==> src/rtl/rom_load_pkg.sv <==
// rtl/rom_load_pkg.sv - shared types and limits for the ROM download sequencer
package rom_load_pkg;

  typedef enum logic [1:0] {
    BOOT = 2'd0,
    LOAD = 2'd1,
    HOLD = 2'd2,
    RUN  = 2'd3
  } state_t;

  localparam int MAX_NREG = 8;
  localparam int DL_AW    = 25;

endpackage

==> src/rtl/rld_hold_timer.sv <==
// rtl/rld_hold_timer.sv - loadable down-counter timing the post-load core reset hold
module rld_hold_timer #(
  parameter int RST_HOLD = 256
) (
  input  logic clk,
  input  logic rst,
  input  logic load,
  input  logic en,
  output logic done
);

  localparam int CW = (RST_HOLD > 1) ? $clog2(RST_HOLD) : 1;
  localparam logic [CW-1:0] LOAD_VAL = CW'(RST_HOLD - 1);

  logic [CW-1:0] cnt;

  always_ff @(posedge clk or posedge rst) begin
    if (rst) begin
      cnt <= '0;
    end else if (load) begin
      cnt <= LOAD_VAL;
    end else if (en && (cnt != '0)) begin
      cnt <= cnt - CW'(1);
    end
  end

  // Done is raised during the last enabled cycle so the caller leaves on that edge.
  assign done = en && (cnt == '0);

endmodule

==> src/rtl/rom_load_seq.sv <==
// rtl/rom_load_seq.sv - steers HPS ROM download bytes into region strobes and gates core reset
module rom_load_seq
  import rom_load_pkg::*;
#(
  parameter int NREG      = 4,
  parameter int REG_SHIFT = 14,
  parameter int EXP_BYTES = 65536,
  parameter int RST_HOLD  = 256
) (
  input  logic                 CLK24M,
  input  logic                 RESET,
  input  logic                 DL,
  input  logic                 DL_WR,
  input  logic [DL_AW-1:0]     DL_ADDR,
  input  logic [7:0]           DL_DATA,
  output logic [NREG-1:0]      ROM_WE,
  output logic [REG_SHIFT-1:0] ROM_AD,
  output logic [7:0]           ROM_DT,
  output logic                 CORE_RST,
  output logic                 LOADED,
  output logic                 ERR,
  output logic [7:0]           CSUM
);

  localparam int RW = DL_AW - REG_SHIFT;
  localparam logic [DL_AW-1:0] CNT_MAX = '1;
  localparam logic [DL_AW-1:0] CNT_EXP = DL_AW'(EXP_BYTES);

  if (NREG < 1 || NREG > MAX_NREG) begin : g_bad_nreg
    $error("rom_load_seq: NREG out of range");
  end

  state_t           state;
  state_t           state_nxt;
  logic [DL_AW-1:0] byte_cnt;
  logic [DL_AW-1:0] cnt_nxt;
  logic             bad_addr;
  logic             bad_nxt;
  logic [RW-1:0]    region;
  logic             in_range;
  logic             wr_good;
  logic             wr_bad;
  logic             load_ok;
  logic             enter_load;
  logic             hold_load;
  logic             hold_done;

  // Whole upper address decides the region so far-out addresses never alias into a bank.
  assign region   = DL_ADDR[DL_AW-1:REG_SHIFT];
  assign in_range = 32'(region) < 32'(NREG);
  assign wr_good  = (state == LOAD) && DL_WR && in_range;
  assign wr_bad   = (state == LOAD) && DL_WR && !in_range;

  // The write landing in the cycle DL drops must count towards the size verdict.
  assign cnt_nxt  = (wr_good && (byte_cnt != CNT_MAX)) ? byte_cnt + DL_AW'(1) : byte_cnt;
  assign bad_nxt  = bad_addr || wr_bad;
  assign load_ok  = (cnt_nxt == CNT_EXP) && !bad_nxt;

  always_comb begin
    state_nxt = state;
    hold_load = 1'b0;
    case (state)
      BOOT: begin
        if (DL) state_nxt = LOAD;
      end
      LOAD: begin
        if (!DL) begin
          if (load_ok) begin
            state_nxt = HOLD;
            hold_load = 1'b1;
          end else begin
            state_nxt = BOOT;
          end
        end
      end
      HOLD: begin
        if (DL)             state_nxt = LOAD;
        else if (hold_done) state_nxt = RUN;
      end
      RUN: begin
        if (DL) state_nxt = LOAD;
      end
      default: state_nxt = BOOT;
    endcase
  end

  assign enter_load = (state_nxt == LOAD) && (state != LOAD);

  rld_hold_timer #(
    .RST_HOLD (RST_HOLD)
  ) u_hold_timer (
    .clk  (CLK24M),
    .rst  (RESET),
    .load (hold_load),
    .en   (state == HOLD),
    .done (hold_done)
  );

  always_ff @(posedge CLK24M or posedge RESET) begin
    if (RESET) begin
      state    <= BOOT;
      byte_cnt <= '0;
      bad_addr <= 1'b0;
      ROM_WE   <= '0;
      ROM_AD   <= '0;
      ROM_DT   <= '0;
      CORE_RST <= 1'b1;
      LOADED   <= 1'b0;
      ERR      <= 1'b0;
      CSUM     <= '0;
    end else begin
      state  <= state_nxt;
      ROM_WE <= wr_good ? (NREG'(1) << region) : '0;
      if (wr_good) begin
        ROM_AD <= DL_ADDR[REG_SHIFT-1:0];
        ROM_DT <= DL_DATA;
      end
      if (enter_load) begin
        byte_cnt <= '0;
        bad_addr <= 1'b0;
        ERR      <= 1'b0;
        CSUM     <= '0;
      end else if (state == LOAD) begin
        byte_cnt <= cnt_nxt;
        bad_addr <= bad_nxt;
        if (wr_good)            CSUM <= CSUM + DL_DATA;
        if (!DL && !load_ok)    ERR  <= 1'b1;
      end
      // Driven from the next state so reset asserts in the same cycle a reload starts.
      CORE_RST <= (state_nxt != RUN);
      LOADED   <= (state_nxt == RUN);
    end
  end

endmodule
==> config.mk <==
export PLATFORM = sky130hd
export DESIGN_NAME = rom_load_seq
export DESIGN_NICKNAME = d
export VERILOG_FILES = /design/src/rtl/rom_load_pkg.sv /design/src/rtl/rld_hold_timer.sv /design/src/rtl/rom_load_seq.sv
export SDC_FILE = /design/constraint.sdc
export NUM_CORES = 1
export LEC_CHECK = 0
export BUFFER_PORTS_ARGS = -buffer_cell sky130_fd_sc_hd__buf_2
export CAP_MARGIN = 20
export CORE_MARGIN = 4
export CORE_UTILIZATION = 45
export DETAILED_ROUTE_END_ITERATION = 12
export PLACE_DENSITY = 0.7
export SYNTH_ARGS = -nofsm -noshare
export SYNTH_HDL_FRONTEND = slang
export SYNTH_SLANG_ARGS = --single-unit
==> constraint.sdc <==
create_clock -name CLK24M -period 3.3 [get_ports CLK24M]
set_input_delay 0.66 -clock CLK24M [delete_from_list [all_inputs] [get_ports CLK24M]]
set_output_delay 0.66 -clock CLK24M [all_outputs]
set_load 0.02 [all_outputs]
==> results.cfg <==
[pwr]
power_mw = 2.09
p_leak_nw = 2.55
p_per_area_nw_per_um2 = 418
ir_worst_vdd_uv = 204

[critical_path]
crit_type = flop to flop
crit_required_ns = 3.58
critPathBufInv = 2
start_kind = flop
cp_max_fo = 8
worstPathArrival_ns = 3.41
critical_path.cell_chain = inv_1 -> ha_1 -> and2_1 -> buf_4 -> nand4_1 -> nor4_1 -> xnor2_1 -> nand3_1 -> or4_4 -> or4b_4 -> o211ai_2
slowest_delay_ns = 0.62
critPathSlowestCell = or4b_4
crit_family = simple AND/OR/NAND/NOR gates
endpoint_kind = flop

[timing]
timing.final.crit_share_pct = 95.1
drv_slew = 0
fmax_mhz = 319
relSlewSlack_pct = 48.7
setup_viol = 0
fin_skew_ns = 0.0118
fin_crit_ns = 3.14
hold_violations = 0
fin_tns_setup_ns = 0
timing_worst_slew_pin_value_ns = 0.768

[clock_tree]
clk_latency_ns = 0.35
cts_hold_buf = 0
h-tree-depth = 3
cts_buffer_depth = 2
cts_tree = built
cts.clk_slew.worst_paths_ns = 0.08
root_buffer = clkbuf_8
cts.sinks = 73
cts_setup_buffers = 0
numCtsBuffers = 9

[grt]
grt_overflow_total = 0
grt_pass1_wl_mm = 15.9
grt_pass1_vias = 3418
grt_max_degree = 40
track_usage_pct = 19.4
grt_antenna_before_repair = 0

[routing]
first_iter_violations = 172
num_vias = 3548
drt_pass1_iterations = 4
ant_nets = 0
routedWlPerCell_um = 14.1
drc = 0
routed_wl_mm = 9.50
drt-vias-per-instance = 5.26

[cells_and_area]
area_growth_pct = 27.8
n_antenna_cell = 0
final_cells = 674
seqCellArea_um2 = 1830
drive_gt1_share_pct = 27.6
multiInputGateArea_um2 = 1970
n_fill_cell = 733
nets = 615

[synthesis]
synth_edf_count = 0
ys_ff_latch = 73
synth_most_common_cell = nand2_1
synth_top_area_cell = dfrtp_1
netlist_area_um2 = 3920
async_reset_ff_share_pct = 100
yosys_warnings = 0
yosysSeqAreaShare_pct = 46.7
synth_flop_cell = dfrtp_1
ys_types = 52
synth_nets = 495
yosys-top-cells-area = dfrtp_1 46%, nand2_1 9.5%, nor2_1 5.0%
synth_common_cells = 99 x nand2_1, 72 x dfrtp_1, 52 x nor2_1
syn_inst = 444
synth_top_area_share_pct = 46.0
avgSynthCellArea_um2 = 8.82

[die]
die_x_um = 101
fp-row-count = 33
die-area_um2 = 10300
core-area_um2 = 8340
num_io_pins = 74
start_util_pct = 46.9
dieHeight_um = 101

[placed_design]
numPortBuffers = 73
gp_congestion = 0.971
post-place-cells = 658
hpwl_mm = 7.26

[job]
timing.max_cap.violations = 0

[hold_path]
holdCritPathClass = input pin to async pin

[outcome]
status = completed
layout by cell type, fill, tap and decap left out, types with 10 or more instances in the layout:
cell type | synthesis | layout
dfrtp_1 | 72 | 72
nor3_1 | 15 | 14
nand2_1 | 99 | 99
a21oi_1 | 18 | 18
xnor2_1 | 22 | 22
buf_4 | 0 | 52
nor4_1 | 10 | 10
ha_1 | 13 | 13
nand3_1 | 17 | 17
inv_1 | 15 | 14
buf_2 | 5 | 73
nor2_1 | 52 | 52
xor2_1 | 14 | 14
flip-flops by register name, indices dropped and copies added, names as in the netlist:
signal and count:
byte_cnt 25, ROM_AD 14, CSUM 8, ROM_DT 8, u_hold_timer.cnt 8, ROM_WE 4, state 2, CORE_RST 1
ERR 1, LOADED 1, bad_addr 1
report_power, final:
part	internal, mW	switching, mW
logic	0.136	0.218
clock network	0.434	0.358
registers	0.923	0.0215
worst paths after layout:
path | slack [ns] | to | cells past startpoint | from
setup reg to reg | 0.16 | u_hold_timer.cnt[1]$_DFFE_PP0P_ | 11 | state[1]$_DFF_PP0_
setup / recovery | 0.16 | u_hold_timer.cnt[1]$_DFFE_PP0P_ | 11 | state[1]$_DFF_PP0_
max in group asynchronous | 2.14 | CORE_RST$_DFF_PP1_ | 3 | RESET
min in group CLK24M | 0.46 | ROM_AD[11]$_DFFE_PP0P_ | 2 | ROM_AD[11]$_DFFE_PP0P_
hold reg to reg | 0.46 | ROM_AD[11]$_DFFE_PP0P_ | 2 | ROM_AD[11]$_DFFE_PP0P_
hold / removal | 0.44 | ROM_AD[0]$_DFFE_PP0P_ | 2 | RESET
area by class of cell:
class                   instances  share of cell area [%]
repair buffers                127                    15.9
flip-flops and latches         73                    36.5
well taps                     105                    2.63
clock inverters                 7                    2.00
clock buffers                   9                    2.48
inverters                      15                    1.13
multi-input cells             338                    39.3
metal layers:
layer | global-route usage [%] | part of all wire (%) | vias to the layer above
li1 | - | - | 1755
met1 | 25.6 | 46 | 1674
met2 | 31.2 | 45 | 108
met3 | 4.61 | 7.5 | 11
met4 | 6.65 | 1.3 | 0
met5 | 0 | 0 | -
what timing repair did:
item | 4_1_cts | 5_1_grt
hold endpoints to repair | 0 | 0
setup endpoints to repair | 0 | 8
gates resized for setup | 0 | 3
worst register-to-register path, cell delays in order, from the launching register on:
cell      delay, ns
dfrtp_1        0.42
inv_1          0.10
ha_1           0.17
and2_1         0.17
buf_4          0.14
nand4_1        0.23
nor4_1         0.40
xnor2_1        0.18
nand3_1        0.10
or4_4          0.42
or4b_4         0.62
o211ai_2       0.10
per-stage QoR:
stage | hold slack, ns | utilization, % | setup WS [ns] | instance area [um^2]
after floorplan | 0.457 | - | 0.0473 | 3920
after global placement | 0.444 | 57.2 | -0.166 | 4770
after detailed placement | 0.451 | 57.2 | -0.212 | 4770
after CTS | 0.454 | 59.9 | 0.0596 | 4990
after global routing | 0.482 | 60.0 | -0.0170 | 5000
final | 0.442 | 60.0 | 0.161 | 5000
cells by family (layout without fill, tap and decap cells):
logic type / Yosys count / count (layout) / synth area share (%)
buf+inv: 33 / 158 / 3.55
simple gates: 234 / 234 / 27.6
compound gates: 52 / 52 / 8.95
xor+xnor: 36 / 36 / 8.05
flops: 73 / 73 / 46.7
fa+ha+maj: 14 / 14 / 4.67
mux: 2 / 2 / 0.511
Power figures use the tool's default switching activity.
